`config.mk`:
```
export PLATFORM = sky130hd
export DESIGN_NAME = gcd_arbiter
export DESIGN_NICKNAME = d
export VERILOG_FILES = /design/src/rtl/gcd_arbiter.sv
export SDC_FILE = /design/constraint.sdc
export NUM_CORES = 1
export LEC_CHECK = 0
export CAP_MARGIN = 20
export CORE_UTILIZATION = 44
export CTS_CLUSTER_DIAMETER = 80
export CTS_CLUSTER_SIZE = 25
export DETAILED_ROUTE_END_ITERATION = 10
export PLACE_DENSITY = 0.8
export SLEW_MARGIN = 10
export SYNTH_ARGS = -nofsm -noshare
export SYNTH_HDL_FRONTEND = slang
export SYNTH_SLANG_ARGS = --single-unit
export TNS_END_PERCENT = 100
```
`constraint.sdc`:
```
create_clock -name clock -period 4.3 [get_ports clock]
set_input_delay 1.075 -clock clock [delete_from_list [all_inputs] [get_ports clock]]
set_output_delay 1.075 -clock clock [all_outputs]
set_load 0.03 [all_outputs]
```
`src/rtl/gcd_arbiter.sv`:
```
// Round-robin front end that shares a single GCD unit between N requesters.
// Each accepted operand pair is fed to the GCD over its 4-phase req/ack load
// port (A, then B). After a fixed wait, the result is returned to the winner.
module gcd_arbiter #(
  parameter int unsigned N           = 4,
  parameter int unsigned W           = 16,
  parameter int unsigned RESULT_WAIT = 100
) (
  input  logic           clock,
  input  logic           reset,
  input  logic [N-1:0]   in_valid,
  output logic [N-1:0]   in_ready,
  input  logic [N*W-1:0] in_a,
  input  logic [N*W-1:0] in_b,
  output logic [N-1:0]   res_valid,
  input  logic [N-1:0]   res_ready,
  output logic [W-1:0]   res_data,
  output logic           gcd_req,
  input  logic           gcd_ack,
  output logic [W-1:0]   gcd_loadVal,
  input  logic [W-1:0]   gcd_result
);

  localparam int unsigned IW = (N > 1) ? $clog2(N) : 1;
  localparam int unsigned CW = $clog2(RESULT_WAIT + 1);

  typedef enum logic [2:0] {
    StIdle, StAReq, StARel, StBReq, StBRel, StWait, StResp
  } state_e;

  state_e          state_q, state_d;
  logic [W-1:0]    a_q, a_d;
  logic [W-1:0]    b_q, b_d;
  logic [W-1:0]    res_q, res_d;
  logic [IW-1:0]   grant_q, grant_d;
  logic [IW-1:0]   last_grant_q, last_grant_d;
  logic [CW-1:0]   cnt_q, cnt_d;

  logic            pick_found;
  logic [IW-1:0]   pick_idx;
  logic [IW-1:0]   cand;
  logic            accept;
  logic [W-1:0]    sel_a, sel_b;

  // Round-robin search starting just after the last served requester.
  always_comb begin
    pick_found = 1'b0;
    pick_idx   = '0;
    cand       = '0;
    for (int k = 1; k <= int'(N); k++) begin
      cand = IW'((int'(last_grant_q) + k) % int'(N));
      if (!pick_found && in_valid[cand]) begin
        pick_found = 1'b1;
        pick_idx   = cand;
      end
    end
  end

  // Accept strobe is the only combinational output; it is held off during reset.
  always_comb begin
    in_ready = '0;
    if (reset && (state_q == StIdle) && pick_found) begin
      in_ready = N'(1) << pick_idx;
    end
  end

  assign accept = |(in_valid & in_ready);
  assign sel_a  = in_a[pick_idx*W +: W];
  assign sel_b  = in_b[pick_idx*W +: W];

  // Next-state logic for the transaction sequencer.
  always_comb begin
    state_d      = state_q;
    a_d          = a_q;
    b_d          = b_q;
    res_d        = res_q;
    grant_d      = grant_q;
    last_grant_d = last_grant_q;
    cnt_d        = cnt_q;
    unique case (state_q)
      StIdle: begin
        if (accept) begin
          a_d     = sel_a;
          b_d     = sel_b;
          grant_d = pick_idx;
          // gcd(x,0) = x, so a zero operand never needs the GCD unit.
          if ((sel_a == '0) || (sel_b == '0)) begin
            res_d   = sel_a | sel_b;
            state_d = StResp;
          end else begin
            state_d = StAReq;
          end
        end
      end
      StAReq: if (gcd_ack)  state_d = StARel;
      StARel: if (!gcd_ack) state_d = StBReq;
      StBReq: if (gcd_ack)  state_d = StBRel;
      StBRel: begin
        if (!gcd_ack) begin
          cnt_d   = CW'(RESULT_WAIT - 1);
          state_d = StWait;
        end
      end
      StWait: begin
        if (cnt_q == '0) begin
          res_d   = gcd_result;
          state_d = StResp;
        end else begin
          cnt_d = cnt_q - 1'b1;
        end
      end
      StResp: begin
        if (res_ready[grant_q]) begin
          last_grant_d = grant_q;
          state_d      = StIdle;
        end
      end
      default: state_d = StIdle;
    endcase
  end

  // State registers with synchronous active-low reset.
  always_ff @(posedge clock) begin
    if (!reset) begin
      state_q      <= StIdle;
      a_q          <= '0;
      b_q          <= '0;
      res_q        <= '0;
      grant_q      <= '0;
      last_grant_q <= IW'(N - 1);
      cnt_q        <= '0;
    end else begin
      state_q      <= state_d;
      a_q          <= a_d;
      b_q          <= b_d;
      res_q        <= res_d;
      grant_q      <= grant_d;
      last_grant_q <= last_grant_d;
      cnt_q        <= cnt_d;
    end
  end

  // Registered-state decode of the GCD load port and result port.
  always_comb begin
    gcd_req     = 1'b0;
    gcd_loadVal = '0;
    res_valid   = '0;
    res_data    = res_q;
    unique case (state_q)
      StAReq: begin
        gcd_req     = 1'b1;
        gcd_loadVal = a_q;
      end
      StARel: gcd_loadVal = a_q;
      StBReq: begin
        gcd_req     = 1'b1;
        gcd_loadVal = b_q;
      end
      StBRel: gcd_loadVal = b_q;
      StResp: res_valid = N'(1) << grant_q;
      default: ;
    endcase
  end

endmodule
```
# [Yosys cells after proc, flatten, opt, wreduce, memory -nomap -nowiden]
# Index checks and enable logic that the tools add are counted.
[totals] ff_bits=62 in_bits=155 output_inout_bits=41
[op_classes] add_sub_neg=5 magnitude_cmp=5 eq_ne=15 shifts=4 n_mux=38 bitwise_logic=2 reduce_logical=24
[ops] op="64-bit by 7-bit indexed part select with 16-bit output" count=2
[ops] op="16-bit one-hot mux with 2 select lines" count=2
[ops] op="16-bit two-way mux" count=3
[ops] op="16-bit logical NOT" count=2
[ops] op="3-bit two-way mux" count=8
[ops] op="3-bit one-hot mux with 7 select lines" count=1
[ops] op="2-bit inequality test (second input constant)" count=8
[ops] op="16-bit bitwise OR" count=1
[ops] op="2-bit by 3-bit < comparator with 1-bit output (second input constant)" count=5
[ops] op="7-bit two-way mux" count=2
[ops] op="7-bit one-hot mux with 2 select lines" count=1
[ops] op="1-bit binary-select mux with 2-bit select" count=5
[ops] op="1-bit two-way mux" count=10
[ops] op="3-bit equality test (second input constant)" count=3
[ops] op="2-bit two-way mux" count=4
[ops] op="4-bit two-way mux" count=2
[ops] op="1-bit by 2-bit << shifter with 4-bit output (first input constant)" count=2
[ops] op="7-bit logical NOT" count=1
[ops] op="7-bit AND reduction" count=1
[ops] op="7-bit by 1-bit subtractor with 7-bit output (second input constant)" count=1
[ops] op="3-bit by 2-bit equality test with 1-bit output (second input constant)" count=2
[ops] op="2-bit OR reduction" count=3
[ops] op="1-bit logical AND" count=5
[ops] op="2-bit by 1-bit adder with 2-bit output (second input constant)" count=2
[ops] op="other kinds (12)" count=17

# [Logic depth before layout (Yosys ltp)]
[logic_depth] depth_word=19 depth_mapped=14 depth_no_buf=9

# [Worst setup path before layout]
# OpenSTA, ideal clock, no wires.
[synth_path] kind="input to output" start="in in_valid[3]" end="out in_ready[0]" arrival_time_ns=2.782 path_slack_ns=0.443 cell_stages=6 cell_sequence="mux2i_1 a2bb2oi_2 buf_2 buf_1 nand2_1 nor3_1"
[synth_between] elab_chain_len=14 word_cells_on_any_way=25 classes_between="shift: 1; mux: 17; reduce/logical: 7"
[synth_rtl] item="start, declared" line_no="11" rtl="input logic [N-1:0] in_valid,"
[synth_rtl] item="1-bit binary-select mux with 2-bit select" line_no="52" rtl="if (!pick_found && in_valid[cand]) begin"
[synth_rtl] item="1-bit two-way mux (not written as such)" line_no="52"
[synth_rtl] item="1-bit two-way mux" line_no="52"
[synth_rtl] item="1-bit logical NOT" line_no="52"
[synth_rtl] item="1-bit logical AND" line_no="52"
[synth_rtl] item="1-bit two-way mux" line_no="52"
[synth_rtl] item="1-bit logical NOT" line_no="52"
[synth_rtl] item="1-bit logical AND" line_no="52"
[synth_rtl] item="1-bit two-way mux" line_no="52"
[synth_rtl] item="1-bit logical NOT" line_no="52"
[synth_rtl] item="1-bit logical AND" line_no="52"
[synth_rtl] item="2-bit two-way mux or 1-bit two-way mux (tied branches)" line_no="52"
[synth_rtl] item="1-bit by 2-bit << shifter with 4-bit output or 1-bit logical AND (tied branches)" line_no="63, 62"
[synth_rtl] item="4-bit two-way mux (*)" line_no="62" rtl="if (reset && (state_q == StIdle) && pick_found) begin"
[synth_rtl] item="end, declared" line_no="12" rtl="output logic [N-1:0] in_ready,"
# Mark *: on every way between the ends. The rest lies on a longest branch, timed or not. The select of a mux whose other input is x is not followed.

# [Final worst setup path]
[layout_path] start="in in_valid[0]" end="out in_ready[2]"
# Same word-level chain as after synthesis.

==> PnR_summary.wiki <==
{| class="wikitable"
! Metric !! Value
|-
| Antenna violations before repair || 0
|-
| Clock network latency to the later pin of the worst-skew pair || 0.35 ns
|-
| Diode insertion count for antenna repair || 0
|-
| RSZ-0062 raised after global routing || false
|-
| Number of global-route vias before repair || 5943
|-
| Total Neg Setup Slack || 0 ns
|-
| Commonest register cell after synthesis || sky130_fd_sc_hd__dfxtp_1
|-
| Switching power of the nets || 0.892 mW
|-
| Post-cts resize count || 0
|-
| Hold Path Stages || 2
|-
| Required time of the critical path || 3.22 ns
|-
| Longest Clk Path Bufs || 2
|-
| Number of max-slew violations in the final report || 0
|-
| Remaining antenna violation count after routing || 0
|-
| Internal power || 1.25 mW
|-
| Crit path capture type || primary output
|-
| Fillers || 847
|-
| Placed Area || 7050 µm²
|-
| Synth area leader || sky130_fd_sc_hd__dfxtp_1
|-
| Status || complete, no violations
|-
| Minimum setup slack among reg-to-reg paths || 1.04 ns
|-
| Number of synthesized register bits || 62
|-
| Violation count after the first detailed-routing iteration || 648
|-
| Vias after detailed routing || 6292
|-
| Core occupancy in the finished layout || 0.688
|-
| Most frequent cells after synthesis || sky130_fd_sc_hd__nand2_1 (123), sky130_fd_sc_hd__o21ai_0 (71), sky130_fd_sc_hd__a32oi_1 (64), sky130_fd_sc_hd__dfxtp_1 (62), sky130_fd_sc_hd__a21oi_1 (58)
|-
| Final Wtd Congestion || 0.933
|-
| Distinct cell type count of the synthesized netlist || 54
|-
| Clock share of power || 0.218
|-
| Clock Pin Slew Worst Setup and Hold Paths || 0.08 ns
|-
| Highest clock rate || 241 MHz
|-
| Standby leakage power || 2.61 nW
|-
| Via-per-instance ratio || 6.43
|-
| Design area || 7230 µm²
|-
| Fraction of power consumed by combinational cells || 0.457
|-
| Top cells by area in the synthesized netlist || sky130_fd_sc_hd__dfxtp_1 (26%), sky130_fd_sc_hd__a32oi_1 (12%), sky130_fd_sc_hd__nand2_1 (9.5%), sky130_fd_sc_hd__o21ai_0 (7.3%), sky130_fd_sc_hd__a21oi_1 (6.0%)
|-
| # hold bufs at CTS || 0
|-
| Final-layout worst hold slack || 0.460 ns
|-
| Layout net count || 995
|-
| Io pins || 196
|-
| Largest net degree at the start of global routing || 66
|-
| Type of the worst setup path || primary input to primary output
|-
| Sw Ratio || 0.416
|-
| Total grt overflow || 0
|-
| Share of final-layout standard cells stronger than drive strength 1 || 0.109
|-
| Total GRT Usage || 0.338
|-
| Largest vdd supply drop || 0.181 mV
|-
| CP Data Arrival Time || 3.08 ns
|-
| Sequential power share || 0.324
|-
| # port buffers || 195
|-
| Portion of the clock cycle consumed by the worst path in the final layout || 0.966
|-
| Relative slew margins || 0.527
|-
| Cell area after technology mapping || 4840 µm²
|-
| Synth Area per Inst || 7.31 µm²
|-
| Sequential share of the synthesized area || 0.257
|-
| Wire length after detailed routing || 19600 µm
|-
| Net Count, Synth || 819
|-
| Estimated wirelength of the detail-placed design || 14600 µm
|-
| Most instantiated library cell after synthesis || sky130_fd_sc_hd__nand2_1
|-
| Crit path launch type || primary input
|-
| Worst Tran Pin Value || 0.710 ns
|-
| Area growth, synth to finish || 49.4%
|-
| Clock Skews || 0.0115 ns
|-
| Share of synthesized flip-flops with an asynchronous set or reset || 0
|-
| Clock tree root buffer cell || sky130_fd_sc_hd__clkbuf_8
|-
| Count of mapped cells out of synthesis || 662
|-
| Number of hold violations in the final report || 0
|-
| Std-Cell Core Area || 10500 µm²
|-
| Clock Sink Count || 62
|-
| Worst Path Max Fanout || 65
|-
| Die area || 11400 µm²
|-
| HP Class || register to register
|-
| Starting utilization of the core area || 0.460
|-
| Post-layout minimum cycle time || 4.15 ns
|-
| Number of flops mapped to enable cells by yosys || 0
|-
| WL/cell || 20.0 µm
|-
| Number of maximum-capacitance constraint violations || 0
|-
| Top-area cell type share of the netlist area || 0.257
|-
| Synthesis warning total || 0
|-
| Number of core rows || 37
|-
| Die extent in x || 107 µm
|-
| Number of failing setup endpoints in the final timing report || 0
|-
| Router iterations before antenna repair || 5
|-
| Number of cells on the worst reg-to-reg path || 10
|-
| Num CTS Buffers || 9
|-
| Power density over the cells || 296 nW/µm²
|-
| Clock tree from TritonCTS || done
|-
| Number of setup buffers added after CTS || 0
|-
| Wire length of the first global-routing pass || 30400 µm
|-
| Die height || 107 µm
|-
| CTS H-Tree Depth || 3
|-
| Post-detailed-route DRC marker count || 0
|}
[stage by stage]
stage	setup WS, ns	instances	total power, mW
final	0.145	979	2.14
after detailed placement	0.0957	962	1.66
after global routing	0.0804	979	2.24
after global placement	0.271	962	1.64
after CTS	0.179	978	2.12
after floorplan	0.443	662	1.25
[registers in the layout (all words and copies together) (netlist names)]
signal	flops
a_q	16
b_q	16
res_data	16
cnt_q	7
state_q	3
grant_q	2
last_grant_q	2
[worst max-delay path, cell delays in order]
cell and delay (ns):
sky130_fd_sc_hd__clkdlybuf4s50_1 0.48, sky130_fd_sc_hd__o211a_1 0.30, sky130_fd_sc_hd__or2_1 0.27, sky130_fd_sc_hd__buf_12 0.19
sky130_fd_sc_hd__nor2_1 0.21, sky130_fd_sc_hd__nand2_1 0.13, sky130_fd_sc_hd__nor2_1 0.22, sky130_fd_sc_hd__buf_12 0.16
[cell type report]
class	count	area, µm²	share of cell area
multi-input cells	523	3260	0.451
clock inverters	7	51.3	0.00710
well taps	136	170	0.0235
repair buffers	236	2360	0.327
flip-flops and latches	62	1240	0.172
inverters	6	22.5	0.00312
clock buffers	9	124	0.0171
[layout by cell type, fill, tap and decap left out, types with 3 or more instances in the layout]
master / instances
sky130_fd_sc_hd__a2111oi_0: 7
sky130_fd_sc_hd__a2111oi_4: 8
sky130_fd_sc_hd__a211o_1: 3
sky130_fd_sc_hd__a21oi_1: 58
sky130_fd_sc_hd__a221oi_1: 3
sky130_fd_sc_hd__a22o_1: 16
sky130_fd_sc_hd__a32oi_1: 64
sky130_fd_sc_hd__buf_12: 9
sky130_fd_sc_hd__buf_4: 36
sky130_fd_sc_hd__clkbuf_8: 9
sky130_fd_sc_hd__clkdlybuf4s50_1: 191
sky130_fd_sc_hd__clkinv_4: 3
sky130_fd_sc_hd__dfxtp_1: 62
sky130_fd_sc_hd__inv_1: 6
sky130_fd_sc_hd__mux2_2: 4
sky130_fd_sc_hd__nand2_1: 123
sky130_fd_sc_hd__nand3_1: 54
sky130_fd_sc_hd__nand3b_1: 3
sky130_fd_sc_hd__nand4_1: 3
sky130_fd_sc_hd__nor2_1: 24
sky130_fd_sc_hd__nor3_1: 14
sky130_fd_sc_hd__nor3_2: 10
sky130_fd_sc_hd__nor4_1: 7
sky130_fd_sc_hd__o21ai_0: 71
sky130_fd_sc_hd__o31ai_1: 15
[power by group through the flow]
stage	Sequential, mW	Combinational, mW	Clock (mW)
after floorplan	0.678	0.574	0
after global placement	0.702	0.940	0
after detailed placement	0.707	0.955	0
after CTS	0.693	0.959	0.464
after global routing	0.705	1.04	0.491
final	0.695	0.979	0.468
[layer usage]
metal / up-vias / share of wire / GRT usage
li1: 2879 / - / -
met1: 2914 / 0.39 / 0.417
met2: 428 / 0.47 / 0.569
met3: 71 / 0.091 / 0.0626
met4: 0 / 0.045 / 0.154
met5: - / 0 / 0
[worst paths after layout]
check                  to             from
max           in_ready[2]      in_valid[0]
min reg2reg       b_q[11]          b_q[11]
min               b_q[11]          b_q[11]
max reg2reg  res_data[12]  last_grant_q[1]
[logic make-up after synthesis]
family,share of synthesized area
xor+xnor,0.00181
flops,0.257
mux,0.0181
compound gates,0.404
buf+inv,0.0750
fa+ha+maj,0.00517
simple gates,0.239
(Power assumes the default switching activity.)
